--- src/rtl/adaptive_filter_ctrl.sv ---
// adaptive_filter_ctrl: frame sequencer for the LMS filter (shift, MAC, settle, capture, weight update).
module adaptive_filter_ctrl #(
    parameter int TAPS       = 16,
    parameter int SETTLE_CYC = 2,
    parameter int CNT_W      = 16
) (
    input  logic             clk,
    input  logic             rst,
    input  logic             sample_valid,
    output logic             sample_ready,
    input  logic             abort,
    input  logic             clr_ovr,
    output logic             shift_en,
    output logic             filt_en,
    output logic [3:0]       tap_idx,
    output logic             err_capture,
    output logic             upd_en,
    output logic [3:0]       upd_idx,
    output logic             busy,
    output logic             frame_done,
    output logic [CNT_W-1:0] frame_cnt,
    output logic             overrun
);
    localparam int SW = SETTLE_CYC > 1 ? $clog2(SETTLE_CYC) : 1;
    localparam logic [3:0] LAST = 4'(TAPS - 1);
    localparam logic [SW-1:0] SLAST = SW'(SETTLE_CYC - 1);
    typedef enum logic [2:0] {IDLE, SHIFT, FILTER, SETTLE, CAPTURE, UPDATE, DONE} state_t;
    state_t state;
    logic [SW-1:0] scnt;
    assign sample_ready = (state == IDLE) && !abort && !rst;
    // Outputs are loaded on the edge that enters the state they belong to, so each is a clean register.
    always_ff @(posedge clk or posedge rst) begin
        if (rst) begin
            state       <= IDLE;
            scnt        <= '0;
            shift_en    <= 1'b0;
            filt_en     <= 1'b0;
            tap_idx     <= 4'd0;
            err_capture <= 1'b0;
            upd_en      <= 1'b0;
            upd_idx     <= 4'd0;
            busy        <= 1'b0;
            frame_done  <= 1'b0;
            frame_cnt   <= '0;
            overrun     <= 1'b0;
        end else begin
            overrun     <= (sample_valid && state != IDLE) || (overrun && !clr_ovr);
            shift_en    <= 1'b0;
            err_capture <= 1'b0;
            frame_done  <= 1'b0;
            if (abort && state != IDLE) begin
                state   <= IDLE;
                filt_en <= 1'b0;
                upd_en  <= 1'b0;
                tap_idx <= 4'd0;
                upd_idx <= 4'd0;
                busy    <= 1'b0;
            end else begin
                case (state)
                    IDLE: if (sample_valid && sample_ready) begin
                        state    <= SHIFT;
                        shift_en <= 1'b1;
                        busy     <= 1'b1;
                    end
                    SHIFT: begin
                        state   <= FILTER;
                        filt_en <= 1'b1;
                    end
                    FILTER: if (tap_idx == LAST) begin
                        state <= SETTLE;
                        scnt  <= '0;
                    end else tap_idx <= tap_idx + 4'd1;
                    SETTLE: if (scnt == SLAST) begin
                        state       <= CAPTURE;
                        filt_en     <= 1'b0;
                        tap_idx     <= 4'd0;
                        err_capture <= 1'b1;
                    end else scnt <= scnt + SW'(1);
                    CAPTURE: begin
                        state  <= UPDATE;
                        upd_en <= 1'b1;
                    end
                    UPDATE: if (upd_idx == LAST) begin
                        state      <= DONE;
                        upd_en     <= 1'b0;
                        upd_idx    <= 4'd0;
                        frame_done <= 1'b1;
                        frame_cnt  <= frame_cnt + CNT_W'(1);
                    end else upd_idx <= upd_idx + 4'd1;
                    DONE: begin
                        state <= IDLE;
                        busy  <= 1'b0;
                    end
                    default: state <= IDLE;
                endcase
            end
        end
    end
endmodule

--- config.mk ---
export PLATFORM = sky130hd
export DESIGN_NAME = adaptive_filter_ctrl
export DESIGN_NICKNAME = d
export VERILOG_FILES = /design/src/rtl/adaptive_filter_ctrl.sv
export SDC_FILE = /design/constraint.sdc
export NUM_CORES = 1
export LEC_CHECK = 0
export ABC_AREA = 1
export BUFFER_PORTS_ARGS = -buffer_cell sky130_fd_sc_hd__buf_2
export CORE_AREA = 4 4 77 61
export CTS_BUF_LIST = sky130_fd_sc_hd__clkbuf_8
export DETAILED_ROUTE_END_ITERATION = 10
export DIE_AREA = 0 0 81 65
export MAX_ROUTING_LAYER = met4
export PLACE_DENSITY = 0.79
export SLEW_MARGIN = 0
export SYNTH_ARGS = -nofsm -noshare
export SYNTH_HDL_FRONTEND = slang
export SYNTH_SLANG_ARGS = --single-unit
--- constraint.sdc ---
create_clock -name clk -period 2.3 [get_ports clk]
set_input_delay 0.23 -clock clk [delete_from_list [all_inputs] [get_ports clk]]
set_output_delay 0.23 -clock clk [all_outputs]
set_load 0.005 [all_outputs]
; ---- Word-level counts from Yosys, hierarchy flattened
; Cells that the tools add are included.
; W data, S select, Z words.
[op_classes]
n_addsub = 4
eq_ne = 14
muxes = 34
n_bitwise = 1
n_reduce_logical = 25
[ops]
columns = op, count
row1 = $mux W4, 6
row2 = $pmux W3 S6, 1
row3 = $mux W1, 17
row4 = $add A16 B1 Y16 const B, 1
row5 = $mux W3, 5
row6 = $reduce_bool A3 Y1, 5
row7 = $ne A3 B3 Y1 const B, 4
row8 = $eq A3 B3 Y1 const B, 3
row9 = $reduce_and A3 Y1, 3
row10 = $add A4 B1 Y4 const B, 2
row11 = $eq A4 B4 Y1 const B, 2
row12 = $pmux W1 S2, 4
row13 = $pmux W4 S2, 1
row14 = $eq A3 B2 Y1 const B, 2
row15 = $logic_and A1 B1 Y1, 6
row16 = $reduce_and A2 Y1, 3
row17 = $reduce_and A4 Y1, 1
row18 = $reduce_bool A2 Y1, 2
row19 = $eq A3 B1 Y1 const B, 1
row20 = $logic_not A1 Y1, 3
row21 = $logic_not A3 Y1, 1
row22 = $ne A3 B1 Y1 const B, 1
row23 = $ne A2 B2 Y1 const B, 1
row24 = $add A1 B1 Y1 const B, 1
row25 = other kinds (2), 2
[totals]
reg_bits = 35
inputBits = 5
out_inout_bits = 32
word_cells = 90

; ---- Longest topological paths before layout
[logic_depth]
depth_word = 7
ltp_mapped = 10
mapped_depth_nobuf = 10

; ---- Worst setup path before layout
; Ideal clock, no wire load.
[synth_path]
path_kind = input-to-reg
startpoint = input port rst
endpoint = register state[1]
setup_ns = 0.120
t_arrival_ns = 1.572
required_time_ns = 2.180
slack_ns = 0.607
path_stages = 6
n_path_buf = 0
path_cell_list = inv_1 nand2_1 o21ai_1 nand2_2 o21ai_1 nand2_1
[synth_between]
elab_chain_cells = 5
[synth_rtl]
columns = element, line_no
row1 = start: declaration, 8  ; input logic rst,
row2 = $logic_not A1 Y1 (no line), -
row3 = $logic_and A1 B1 Y1, 30  ; assign sample_ready = (state == IDLE) && !abort && !rst;
row4 = $logic_and A1 B1 Y1, 60  ; IDLE: if (sample_valid && sample_ready) begin
row5 = $ne A3 B1 Y1 (no line), -
row6 = $reduce_and A4 Y1 (no line), -
row7 = end signal: assignment, 34  ; state <= IDLE;
row8 = end signal: assignment, 61  ; state <= SHIFT;
row9 = end signal: assignment, 66  ; state <= FILTER;
row10 = end: declaration, 28  ; state_t state;
; No other way between the ends.
; A chain may end at the register's enable or synchronous reset.

; ---- Worst setup path after layout
[layout_path]
startpoint = register state[1]
endpoint = register frame_cnt[3]
[layout_between]
elab_chain_cells = 4
word_cells_on_any_way = 5
cone_classes = eq/ne: 1 / bitwise: 1 / reduce/logical: 3
[layout_rtl]
columns = element, line_no
row1 = start signal: assignment, 34
row2 = start signal: assignment, 52  ; state <= IDLE;
row3 = start signal: assignment, 61
row4 = $reduce_bool A3 Y1, 51  ; if (abort && state != IDLE) begin
row5 = $logic_and A1 B1 Y1, 51
row6 = $not A1 Y1 (no line), -
row7 = $reduce_and A3 Y1 (no line) (*), -
row8 = end signal: assignment, 88  ; frame_cnt <= frame_cnt + CNT_W'(1);
row9 = end: declaration, 21  ; output logic [CNT_W-1:0] frame_cnt,
; Every way passes the cells marked *; elsewhere a longest branch is shown, timed or not.

==> qor.yml <==
outcome:
  status: "completed"
grt:
  grt_pass1_vias: 1667
  grt_max_degree: 36
  antenna_found_initial: 0
  grt_usage_pct: 18.9
  grt_overflow_total: 0
  grt_pass1_wl_microns: 7540
yosys:
  synth.ff_latch_count: 35
  ys_types: 26
  synthesis.instances: 258
  avgSynthCellArea_sq_um: 7.52
  synth_top_area_share_pct: 45.2
  syn_nets: 266
  ys_warn_count: 0
  synth_area_leader_cell: "dfrtp_1"
  synthTopCellsByArea: "dfrtp_1 (45%), nand2_1 (17%), inv_1 (4.8%)"
  syn_area_sq_um: 1940
  yosysSeqAreaShare_pct: 45.2
sta:
  period_needed_ns: 1.64
  slew_violations: 0
  worst_pin_slew_ns: 0.449
  relSlewSlack_pct: 70.1
  holdWs_ns: 0.0611
  finalSetupViolCount: 0
  hold_violations: 0
  worst_clock_skew_ns: 0.0154
  period_share_pct: 71.3
  setup_tns_ns: 0
  fmax_ghz: 0.610
  rsz0062_at_grt: "false"
worst_setup_path:
  path_class: "register to register"
  slowest_delay_ns: 0.46
  critPathCaptureType: "register"
  cp.required_ns: 2.49
  cpMaxStageDelayCell: "dfrtp_1"
  critical-path-top-delay-family: "simple AND/OR/NAND/NOR gates"
  crit_chain: "nor2_2, nand2_2, nand2_2, nand2_4, inv_4, nand2_1, nand2_1, nand2_1"
  worstPathArrival_ns: 1.83
  crit_path_start_kind: "register"
  crit_cells: 8
  worstPathMaxFanout: 25
  r2r_cells: 8
  crit_top_cell: "nand2_1"
  worst-path-buf-inv: 1
power:
  p_sw_w: 0.000571
  pwr-share-seq_pct: 46.7
  swShare_pct: 35.0
  clkPwrFrac_pct: 27.0
  ir_drop_v: 0.000308
  leakagePower_nw: 1.25
  powerDensity_nw_per_um2: 726
  share_comb_of_total_power_pct: 26.3
  power.internal_w: 0.00106
cts:
  cts_resized: 0
  cts_setup_buffers: 0
  htreeDepth: 2
  clk_pin_slew_ns: 0.08
  clock-sinks: 35
  cts_hold_buf: 0
  cts_root_buf: "clkbuf_8"
  cts_tree: "built"
  numCtsBuffers: 5
  clk_latency_ns: 0.29
  cts_max_path_buffers: 2
route:
  ant_nets: 0
  routed_wl_microns: 4480
  vias: 1799
  drtPass1Iterations: 4
  dr.first_iter.drc_count: 157
  vias_per_cell: 5.07
  wl_per_cell_microns: 12.6
  drc: 0
floorplan:
  io-pin-count: 37
  coreArea_sq_um: 3950
  die_y_microns: 65
  row_count: 20
  initial_core_util_pct: 49.1
  dieArea_sq_um: 5270
  die_w_microns: 81
finish:
  layout_common_cells: "nand2_1 (87), buf_2 (36), dfrtp_1 (35), inv_1 (26), nor2_1 (23)"
  insertedDiodeCount: 0
  final_common_cell: "nand2_1"
  area.growth.synth_to_final_pct: 15.9
  fin_nets: 307
  drive_gt1_share_pct: 21.3
hold_path:
  hp-class: "input port to async pin"
placed_design:
  gp_congestion: 0.957
  io_buffers: 36
  place_hpwl_microns: 3320
run:
  drv_cap: 0
registers in the layout, indices dropped and copies added (netlist names):
signal       cells
filt_en          1
tap_idx          4
shift_en         1
err_capture      1
overrun          1
frame_done       1
scnt             1
upd_idx          4
busy             1
state            3
upd_en           1
frame_cnt       16
synth_stat cells (all sizes together):
cell	number
nand2	94
xor2	7
o21ai	24
ha	3
inv	30
buf	3
or2	1
nor4	1
nand3	15
nor3b	1
a21oi	4
nand4	6
nand3b	2
nor2	29
dfrtp	35
o21bai	1
and3	1
o22ai	1
cell type report:
class                           instances  area [sq um]
Sequential cell                        35           876
Inverter                               30           115
Fill cell                             402          1710
Clock inverter                          3          16.3
Timing Repair Buffer                   37           188
Multi-Input combinational cell        190           915
Tap cell                               55          68.8
Clock buffer                            5          68.8
logic make-up after synthesis:
group           after synthesis  synth area share [%]
buf+inv                      33                  7.68
flops                        35                  45.2
simple gates                150                  33.9
compound gates               30                  8.13
xor+xnor                      7                  3.16
fa+ha+maj                     3                  1.94
through the flow:
step	utilization, %	area, sq um	setup WS (ns)	std cells	power (W)
floorplan	-	1940	0.607	258	0.00107
global placement	54.7	2160	0.765	347	0.00118
detailed placement	54.7	2160	0.658	347	0.00121
CTS	56.8	2250	0.663	355	0.00164
global route	56.8	2250	0.536	355	0.00175
finish	56.8	2250	0.661	355	0.00163
power groups by stage:
stage	sequential (W)	clock (W)	combinational [W]
final	0.000762	0.000441	0.000430
after global routing	0.000775	0.000484	0.000492
after CTS	0.000761	0.000446	0.000435
after detailed placement	0.000772	0	0.000433
after global placement	0.000767	0	0.000416
after floorplan	0.000771	0	0.000302
final timing paths:
kind | from | end | slack, ns
min in group clk | clr_ovr | overrun$_DFF_PP0_ | 0.12
max | state[1]$_DFFE_PP0P_ | frame_cnt[3]$_DFFE_PP0P_ | 0.66
min reg2reg | upd_en$_DFFE_PP0P_ | upd_en$_DFFE_PP0P_ | 0.48
max reg2reg | state[1]$_DFFE_PP0P_ | frame_cnt[3]$_DFFE_PP0P_ | 0.66
min | rst | frame_cnt[3]$_DFFE_PP0P_ | 0.06
max in group asynchronous | rst | frame_cnt[0]$_DFFE_PP0P_ | 1.90
worst reg2reg max path: cells and delay by family (launching register included):
kind                   cells  cell delay [ns]
and+or+nand+nor            7             0.86
buffers and inverters      1             0.22
DFF                        1             0.46
per-layer routing:
layer	GRT usage (%)	share of wire, %
met1	25.8	49
met3	4.58	7.9
met2	27.9	42
met4	5.49	1.1
met5	-	0
No activity file was read; power rests on OpenSTA's default activity.
